===== config.mk =====
export PLATFORM = sky130hd
export DESIGN_NAME = mpsoc_mpi_packet_buffer_flat
export DESIGN_NICKNAME = d
export VERILOG_FILES = /design/src/rtl/mpsoc_mpi_pkg.sv /design/src/rtl/mpsoc_mpi_packet_buffer_if.sv /design/src/rtl/mpsoc_mpi_fifo.sv /design/src/rtl/mpsoc_mpi_packet_buffer.sv /design/src/flat_wrapper.sv
export SDC_FILE = /design/constraint.sdc
export NUM_CORES = 1
export LEC_CHECK = 0
export ABC_AREA = 1
export CORE_MARGIN = 3
export CORE_UTILIZATION = 61
export CTS_CLUSTER_SIZE = 10
export DETAILED_ROUTE_END_ITERATION = 6
export GPL_TIMING_DRIVEN = 0
export HOLD_SLACK_MARGIN = 0.12
export MAX_ROUTING_LAYER = met4
export PLACE_DENSITY = 0.79
export SYNTH_ARGS = -nofsm -noshare
export SYNTH_HDL_FRONTEND = slang
export SYNTH_HIERARCHICAL = 1
export SYNTH_SLANG_ARGS = --single-unit

===== constraint.sdc =====
create_clock -name clk -period 9.3 [get_ports clk]
set_input_delay 1.395 -clock clk [delete_from_list [all_inputs] [get_ports clk]]
set_output_delay 1.395 -clock clk [all_outputs]
set_load 0.02 [all_outputs]

===== src/rtl/mpsoc_mpi_pkg.sv =====
// Shared definitions for the MPI endpoint network side: flit type encodings
// and the terminal-flit helper used to find packet boundaries.
package mpsoc_mpi_pkg;

  typedef enum logic [1:0] {
    FLIT_TYPE_PAYLOAD = 2'b00,
    FLIT_TYPE_HEADER  = 2'b01,
    FLIT_TYPE_LAST    = 2'b10,
    FLIT_TYPE_SINGLE  = 2'b11
  } flit_type_e;

  // A packet ends on its LAST flit, or is a single self-contained flit.
  function automatic logic is_terminal(input logic [1:0] flit_type);
    return (flit_type == FLIT_TYPE_LAST) || (flit_type == FLIT_TYPE_SINGLE);
  endfunction

endpackage


===== src/rtl/mpsoc_mpi_packet_buffer_if.sv =====
// Router-side and endpoint-side flit streams of the MPI packet buffer.
// The buffer uses the slave modport; whoever drives the router side and
// consumes the endpoint side uses the master modport.
interface mpsoc_mpi_packet_buffer_if #(
  parameter int NoC_DATA_WIDTH = 32,
  parameter int NoC_TYPE_WIDTH = 2,
  parameter int FIFO_DEPTH     = 16,
  parameter int NoC_FLIT_WIDTH = NoC_DATA_WIDTH + NoC_TYPE_WIDTH,
  parameter int SIZE_WIDTH     = $clog2(FIFO_DEPTH + 1)
);

  logic [NoC_FLIT_WIDTH-1:0] in_flit;
  logic                      in_valid;
  logic                      in_ready;
  logic [NoC_FLIT_WIDTH-1:0] out_flit;
  logic                      out_valid;
  logic                      out_ready;
  logic [SIZE_WIDTH-1:0]     out_size;

  modport master (
    output in_flit,
    output in_valid,
    input  in_ready,
    input  out_flit,
    input  out_valid,
    output out_ready,
    input  out_size
  );

  modport slave (
    input  in_flit,
    input  in_valid,
    output in_ready,
    output out_flit,
    output out_valid,
    input  out_ready,
    output out_size
  );

endinterface


===== src/rtl/mpsoc_mpi_fifo.sv =====
// Generic synchronous FIFO with an occupancy counter and a combinational
// head read. DEPTH must be a power of two so the pointers wrap naturally.
module mpsoc_mpi_fifo #(
  parameter int WIDTH = 8,
  parameter int DEPTH = 16
) (
  input  logic             clk,
  input  logic             rst,
  input  logic             i_push,
  input  logic             i_pop,
  input  logic [WIDTH-1:0] i_data,
  output logic [WIDTH-1:0] o_data,
  output logic             o_full,
  output logic             o_empty
);

  localparam int PTR_W = $clog2(DEPTH);
  localparam int CNT_W = $clog2(DEPTH + 1);

  logic [WIDTH-1:0] r_mem [DEPTH];
  logic [PTR_W-1:0] r_wrPtr;
  logic [PTR_W-1:0] r_rdPtr;
  logic [CNT_W-1:0] r_count;
  logic             w_doPush;
  logic             w_doPop;

  assign o_full   = (r_count == CNT_W'(DEPTH));
  assign o_empty  = (r_count == '0);
  assign w_doPush = i_push & !o_full;
  assign w_doPop  = i_pop & !o_empty;
  assign o_data   = r_mem[r_rdPtr];

  // Storage is not reset; the occupancy counter alone decides what is valid.
  always_ff @(posedge clk) begin
    if (w_doPush) begin
      r_mem[r_wrPtr] <= i_data;
    end
  end

  always_ff @(posedge clk) begin
    if (rst) begin
      r_wrPtr <= '0;
      r_rdPtr <= '0;
      r_count <= '0;
    end else begin
      if (w_doPush) begin
        r_wrPtr <= r_wrPtr + PTR_W'(1);
      end
      if (w_doPop) begin
        r_rdPtr <= r_rdPtr + PTR_W'(1);
      end
      case ({w_doPush, w_doPop})
        2'b10:   r_count <= r_count + CNT_W'(1);
        2'b01:   r_count <= r_count - CNT_W'(1);
        default: r_count <= r_count;
      endcase
    end
  end

endmodule


===== src/rtl/mpsoc_mpi_packet_buffer.sv =====
// Store-and-forward flit buffer between a NoC router port and an MPI endpoint,
// with cut-through fallback for packets longer than the buffer.
// Define MPSOC_MPI_PACKET_SIZE_EN to report the head packet length on out_size.
module mpsoc_mpi_packet_buffer
  import mpsoc_mpi_pkg::*;
#(
  parameter int NoC_DATA_WIDTH = 32,
  parameter int NoC_TYPE_WIDTH = 2,
  parameter int FIFO_DEPTH     = 16,
  parameter int NoC_FLIT_WIDTH = NoC_DATA_WIDTH + NoC_TYPE_WIDTH,
  parameter int SIZE_WIDTH     = $clog2(FIFO_DEPTH + 1)
) (
  input  logic                        clk,
  input  logic                        rst,
  mpsoc_mpi_packet_buffer_if.slave    bus
);

  logic [NoC_FLIT_WIDTH-1:0] w_head;
  logic [NoC_TYPE_WIDTH-1:0] w_inType;
  logic [NoC_TYPE_WIDTH-1:0] w_outType;
  logic                      w_full;
  logic                      w_empty;
  logic                      w_inReady;
  logic                      w_outValid;
  logic                      w_wr;
  logic                      w_rd;
  logic                      w_inTerm;
  logic                      w_outTerm;
  logic                      w_cutSet;
  logic                      w_cut;
  logic [SIZE_WIDTH-1:0]     r_pktCnt;
  logic                      r_cut;

  assign w_inType  = bus.in_flit[NoC_FLIT_WIDTH-1 -: NoC_TYPE_WIDTH];
  assign w_outType = w_head[NoC_FLIT_WIDTH-1 -: NoC_TYPE_WIDTH];
  assign w_inTerm  = is_terminal(w_inType);
  assign w_outTerm = is_terminal(w_outType);

  assign w_inReady = !w_full & !rst;
  assign w_wr      = bus.in_valid & w_inReady;
  assign w_rd      = w_outValid & bus.out_ready;

  // A full buffer holding no complete packet can only be one oversized packet;
  // forwarding it immediately keeps the network from deadlocking.
  assign w_cutSet   = w_full & (r_pktCnt == '0);
  assign w_cut      = r_cut | w_cutSet;
  assign w_outValid = !w_empty & ((r_pktCnt != '0) | w_cut);

  assign bus.in_ready  = w_inReady;
  assign bus.out_valid = w_outValid;
  assign bus.out_flit  = w_outValid ? w_head : '0;

  mpsoc_mpi_fifo #(
    .WIDTH (NoC_FLIT_WIDTH),
    .DEPTH (FIFO_DEPTH)
  ) u_flitFifo (
    .clk     (clk),
    .rst     (rst),
    .i_push  (w_wr),
    .i_pop   (w_rd),
    .i_data  (bus.in_flit),
    .o_data  (w_head),
    .o_full  (w_full),
    .o_empty (w_empty)
  );

  always_ff @(posedge clk) begin
    if (rst) begin
      r_pktCnt <= '0;
    end else begin
      case ({w_wr & w_inTerm, w_rd & w_outTerm})
        2'b10:   r_pktCnt <= r_pktCnt + SIZE_WIDTH'(1);
        2'b01:   r_pktCnt <= r_pktCnt - SIZE_WIDTH'(1);
        default: r_pktCnt <= r_pktCnt;
      endcase
    end
  end

  // Cut-through lasts until the oversized packet's terminal flit leaves.
  always_ff @(posedge clk) begin
    if (rst) begin
      r_cut <= 1'b0;
    end else if (w_rd & w_outTerm) begin
      r_cut <= 1'b0;
    end else if (w_cutSet) begin
      r_cut <= 1'b1;
    end
  end

`ifdef MPSOC_MPI_PACKET_SIZE_EN
  localparam int LEN_W = SIZE_WIDTH + 1;

  logic [LEN_W-1:0]      r_lenCnt;
  logic [LEN_W-1:0]      w_pktLen;
  logic [SIZE_WIDTH-1:0] w_sizeHead;
  logic                  w_sizePush;
  logic                  w_sizePop;
  logic                  w_sizeFull;
  logic                  w_sizeEmpty;

  assign w_pktLen   = r_lenCnt + LEN_W'(1);
  assign w_sizePush = w_wr & w_inTerm & !w_sizeFull & (w_pktLen <= LEN_W'(FIFO_DEPTH));
  assign w_sizePop  = w_rd & w_outTerm & !w_cut;

  // Saturates just above the buffer depth; anything that long is cut-through.
  always_ff @(posedge clk) begin
    if (rst) begin
      r_lenCnt <= '0;
    end else if (w_wr) begin
      if (w_inTerm) begin
        r_lenCnt <= '0;
      end else if (r_lenCnt <= LEN_W'(FIFO_DEPTH)) begin
        r_lenCnt <= r_lenCnt + LEN_W'(1);
      end
    end
  end

  mpsoc_mpi_fifo #(
    .WIDTH (SIZE_WIDTH),
    .DEPTH (FIFO_DEPTH)
  ) u_sizeFifo (
    .clk     (clk),
    .rst     (rst),
    .i_push  (w_sizePush),
    .i_pop   (w_sizePop),
    .i_data  (w_pktLen[SIZE_WIDTH-1:0]),
    .o_data  (w_sizeHead),
    .o_full  (w_sizeFull),
    .o_empty (w_sizeEmpty)
  );

  assign bus.out_size = (w_outValid & !w_cut & !w_sizeEmpty) ? w_sizeHead : '0;
`else
  assign bus.out_size = '0;
`endif

endmodule


===== src/flat_wrapper.sv =====
// flat-port wrapper written by rule: the top's interface ports become plain ports
module mpsoc_mpi_packet_buffer_flat import mpsoc_mpi_pkg::*;
#(
  parameter int NoC_DATA_WIDTH = 32,
  parameter int NoC_TYPE_WIDTH = 2,
  parameter int FIFO_DEPTH     = 16,
  parameter int NoC_FLIT_WIDTH = NoC_DATA_WIDTH + NoC_TYPE_WIDTH,
  parameter int SIZE_WIDTH     = $clog2(FIFO_DEPTH + 1)
)
  (clk, rst, bus_in_flit, bus_in_valid, bus_in_ready, bus_out_flit, bus_out_valid, bus_out_ready, bus_out_size);
  mpsoc_mpi_packet_buffer_if #(.NoC_DATA_WIDTH(NoC_DATA_WIDTH), .NoC_TYPE_WIDTH(NoC_TYPE_WIDTH), .FIFO_DEPTH(FIFO_DEPTH), .NoC_FLIT_WIDTH(NoC_FLIT_WIDTH), .SIZE_WIDTH(SIZE_WIDTH)) bus_i ();
  input  logic clk;
  input  logic rst;
  input wire logic [$bits(bus_i.in_flit)-1:0] bus_in_flit;
  input wire logic [$bits(bus_i.in_valid)-1:0] bus_in_valid;
  output wire logic [$bits(bus_i.in_ready)-1:0] bus_in_ready;
  output wire logic [$bits(bus_i.out_flit)-1:0] bus_out_flit;
  output wire logic [$bits(bus_i.out_valid)-1:0] bus_out_valid;
  input wire logic [$bits(bus_i.out_ready)-1:0] bus_out_ready;
  output wire logic [$bits(bus_i.out_size)-1:0] bus_out_size;
  assign bus_i.in_flit = bus_in_flit;
  assign bus_i.in_valid = bus_in_valid;
  assign bus_in_ready = bus_i.in_ready;
  assign bus_out_flit = bus_i.out_flit;
  assign bus_out_valid = bus_i.out_valid;
  assign bus_i.out_ready = bus_out_ready;
  assign bus_out_size = bus_i.out_size;
  mpsoc_mpi_packet_buffer #(.NoC_DATA_WIDTH(NoC_DATA_WIDTH), .NoC_TYPE_WIDTH(NoC_TYPE_WIDTH), .FIFO_DEPTH(FIFO_DEPTH), .NoC_FLIT_WIDTH(NoC_FLIT_WIDTH), .SIZE_WIDTH(SIZE_WIDTH)) u_core (.clk(clk), .rst(rst), .bus(bus_i));
endmodule

==> summary.md <==
| Metric | Value |
|---|---|
| Min Tclk post-route | `~5.0 ns` |
| Htree depth | `3` |
| Number of global-route vias before repair | `about 15000` |
| PD cells | `276.6 nW/um^2` |
| Max Used Layer | `met4` |
| Most common cell on crit path | `clkbuf_1` |
| Syn. warnings | `6` |
| Hold Crit Class | `register to register` |
| Area Overhead vs Synth | `15.32%` |
| GRT Overall Usage | `32.43%` |
| Design Power | `7465 uW` |
| WP data arrival | `3.58 ns` |
| Vias | `15390` |
| Clk buf depth | `3` |
| Worst-path clk slew | `around 0.05 ns` |
| Cell variety after synth | `35` |
| Clock root cell | `clkbuf_16` |
| Worst-skew pair later-pin latency | `0.56 ns` |
| Setup bufs post-CTS | `0` |
| CTS Buf Count | `66` |
| Post-CTS Hold Buffers | `0` |
| Max Fclk | `just over 0.2 GHz` |
| Compound-Gate Fraction of Synth Area | `11.31%` |
| Synthesized instance count | `1716` |
| Slew @ Worst Pin | `approximately 1.2 ns` |
| Period utilization | `53.45%` |
| PostCTS Resize Cnt | `0` |
| WP data required | `7.91 ns` |
| Die Span Y | `roughly 200 um` |
| CTS tree | `yes` |
| # setup viols final | `0` |
| Xor and xnor area share after synthesis | `0.2994%` |
| Max-cap violations | `0` |
| Fraction of the mapped netlist area in adder cells | `less than 1%` |
| CP max-delay cell | `clkbuf_1` |
| Setup Crit Path Kind | `register to primary output` |
| N_diodes | `0` |
| DR DRC count | `0` |
| Setup crit start kind | `register` |
| Initial core utilization | `61.98%` |
| Multiplexer area fraction after synthesis | `5.817%` |
| Core Area | `37760 sq um` |
| Avg Inst Size Synth | `around 14 sq um` |
| Routed met3 length | `7.977 mm` |
| HPWL Detailed | `38.91 mm` |
| Setup Skew | `0.01309 ns` |
| Met2 Wirelength | `30.48 mm` |
| Antenna-violating nets left | `0` |
| Number of buffers added on ports | `72` |
| RSZ-0062 raised after global routing | `no` |
| I/O Pins | `79` |
| Fin. max-slew vios | `0` |
| Initial antenna violation count | `0` |
| Critical Path Max Stage Delay | `0.70 ns` |
| WL/cell | `roughly 27 um` |
| Critical-path cell list | `inv_2, clkbuf_1, clkbuf_1, o211ai_1, nand3_1, nand2_1, inv_1, nor2_1, clkdlybuf4s50_1` |
| Layout Nets | `between 1500 and 2000` |
| Flop2flop setup slack | `5.58 ns` |
| Status | `complete, no violations` |
| Peak VDD IR | `0.0002193 V` |
| Mapped Area | `23400 sq um` |
| DRT Pass-1 Iters | `7` |
| Setup crit end kind | `primary output` |
| Maximum fanout along the worst path | `10` |
| Row count | `71` |
| Met1 WL | `roughly 23 mm` |
| Sequential area share after synthesis | `71.77%` |
| Global-route wire length before repair | `between 90 and 100 mm` |
| Largest net degree at the start of global routing | `25` |
| Final hold vios | `0` |
| Post-synthesis simple-gate area fraction | `4.069%` |
| Largest family of logic cells by synthesized area | `compound AO/OA/AOI/OAI gates` |
| Setup TNS Final | `0 ns` |
| Layout fillers | `2385` |
| Slew headroom | `21.18%` |
| Total gr overflow | `0` |
| Via density per instance | `6.427` |
| DRT iter0 DRCs | `1914` |
| GP Congestion | `0.8820` |
| Share of layout cells above drive strength 1 | `9.023%` |
| DIE AREA | `40750 sq um` |
| Die W | `201.9 um` |
| Clk sink count | `between 500 and 600` |
| Final wirelength | `64.35 mm` |
| Synthesis-stage register bit count | `567` |
| P_leak | `a little over 0.009 uW` |
-- per-stage QoR --
| step | cell area (sq um) | worst slack (ns) | hold WS [ns] | util, % | instances |
|---|---|---|---|---|---|
| finish | 26990 | 4.329 | 0.4980 | 71.48 | 2395 |
| global route | 26990 | 4.265 | 0.5398 | 71.48 | 2395 |
| CTS | 26990 | 4.457 | 0.4973 | 71.48 | 2395 |
| detailed placement | 25220 | 5.108 | 0.4894 | 66.81 | 2319 |
| global placement | 24780 | 3.105 | 0.4800 | 65.62 | 2303 |
| floorplan | 23420 | 5.208 | 0.4654 | - | 1720 |
-- routing by layer --
layer | vias up | GRT usage, %
met2 | 1094 | 50.85
met4 | 0 | 13.61
met1 | 7521 | 41.26
li1 | 6565 | -
met3 | 213 | 7.634
met5 | - | -
-- area by class of cell --
class,instances,area [sq um],area share (%)
Buffer,106,593.1,2.198
Tap cell,511,639.4,2.369
Clock inverter,3,21.27,0.07882
Inverter,215,807.0,2.990
Clock buffer,73,1742,6.454
Multi-Input combinational cell,832,5340,19.79
Timing Repair Buffer,88,1049,3.885
Sequential cell,567,16800,62.24
-- logic make-up after synthesis --
group / Yosys count
xor+xnor: 8
other cells: 1
mux: 136
simple gates: 213
flops: 567
buf+inv: 321
fa+ha+maj: 13
compound gates: 457
-- worst max-delay path, delay by kind of cell, from the launching register on --
kind / cells / cell delay (ns)
buffers and inverters: 5 / 2.11
and+or+nand+nor: 3 / 0.35
AOI/OAI and AO/OA: 1 / 0.22
DFF: 1 / 0.32
-- state kept, by name (all words and copies together) (netlist names), named ones only --
| register | count |
|---|---|
| u_core/u_flitFifo/r_mem | 544 |
| u_core/u_flitFifo/r_rdPtr | 4 |
| u_core/r_pktCnt | 5 |
| u_core/u_flitFifo/r_wrPtr | 4 |
| u_core/u_flitFifo/r_count | 5 |
| u_core/r_cut | 1 |
-- cells in the mapped netlist --
library cell / instances / area share [%]
buf_1: 7 / 0.11
o31ai_2: 1 / 0.053
conb_1: 1 / 0.016
buf_4: 10 / 0.32
xnor2_1: 3 / 0.11
mux2i_1: 136 / 5.8
buf_12: 1 / 0.086
o21ai_0: 167 / 3.6
nand2_1: 69 / 1.1
buf_6: 15 / 0.72
edfxtp_1: 544 / 70
nor2_2: 9 / 0.24
nor2_1: 65 / 1.0
clkbuf_1: 50 / 0.80
nand4_1: 4 / 0.11
nand2_4: 1 / 0.048
xor2_1: 5 / 0.19
a21oi_1: 145 / 3.1
a211oi_1: 4 / 0.13
nand2_2: 3 / 0.080
nor4_1: 2 / 0.053
ha_1: 12 / 0.64
nand3_1: 49 / 1.0
fa_1: 1 / 0.086
nor3_1: 2 / 0.043
o211ai_1: 136 / 4.4
inv_2: 3 / 0.048
o21ai_1: 3 / 0.064
clkinv_1: 2 / 0.032
buf_2: 23 / 0.49
dfxtp_1: 23 / 2.0
nor3b_1: 8 / 0.26
o31ai_1: 1 / 0.032
inv_1: 210 / 3.4
nand3_2: 1 / 0.043
-- final timing paths --
path	startpoint	cells past startpoint	to
worst min-delay path	u_core/r_pktCnt[0]	2	u_core/r_pktCnt[0]
worst max-delay path	register	9	bus_out_flit[12]
worst max register to register	register	16	u_core/r_pktCnt[4]
worst min register to register	u_core/r_pktCnt[0]	2	u_core/r_pktCnt[0]
-- report_power, final --
part	leakage, uW	internal (uW)	total (uW)	switching, uW
logic	0.00319	821	2350	1530
clock network	0.000866	1310	2220	908
registers	0.00509	2870	2900	32.4
-- cells in the final DEF, fill, tap and decap left out, types with 16 or more instances in the layout --
cell type        netlist  final
clkbuf_16              0     69
clkbuf_1              50     54
clkdlybuf4s50_1        0     72
a21oi_1              145    145
nand3_1               49     49
o211ai_1             136    136
nor2_4                 0     16
nor2_1                65     49
buf_12                 1     16
dfxtp_1               23     23
o21ai_0              167    167
edfxtp_1             544    544
mux2i_1              136    136
nand2_1               69     69
buf_2                 23     23
inv_1                210    210
Note: power is estimated with default switching activity, not from simulation.
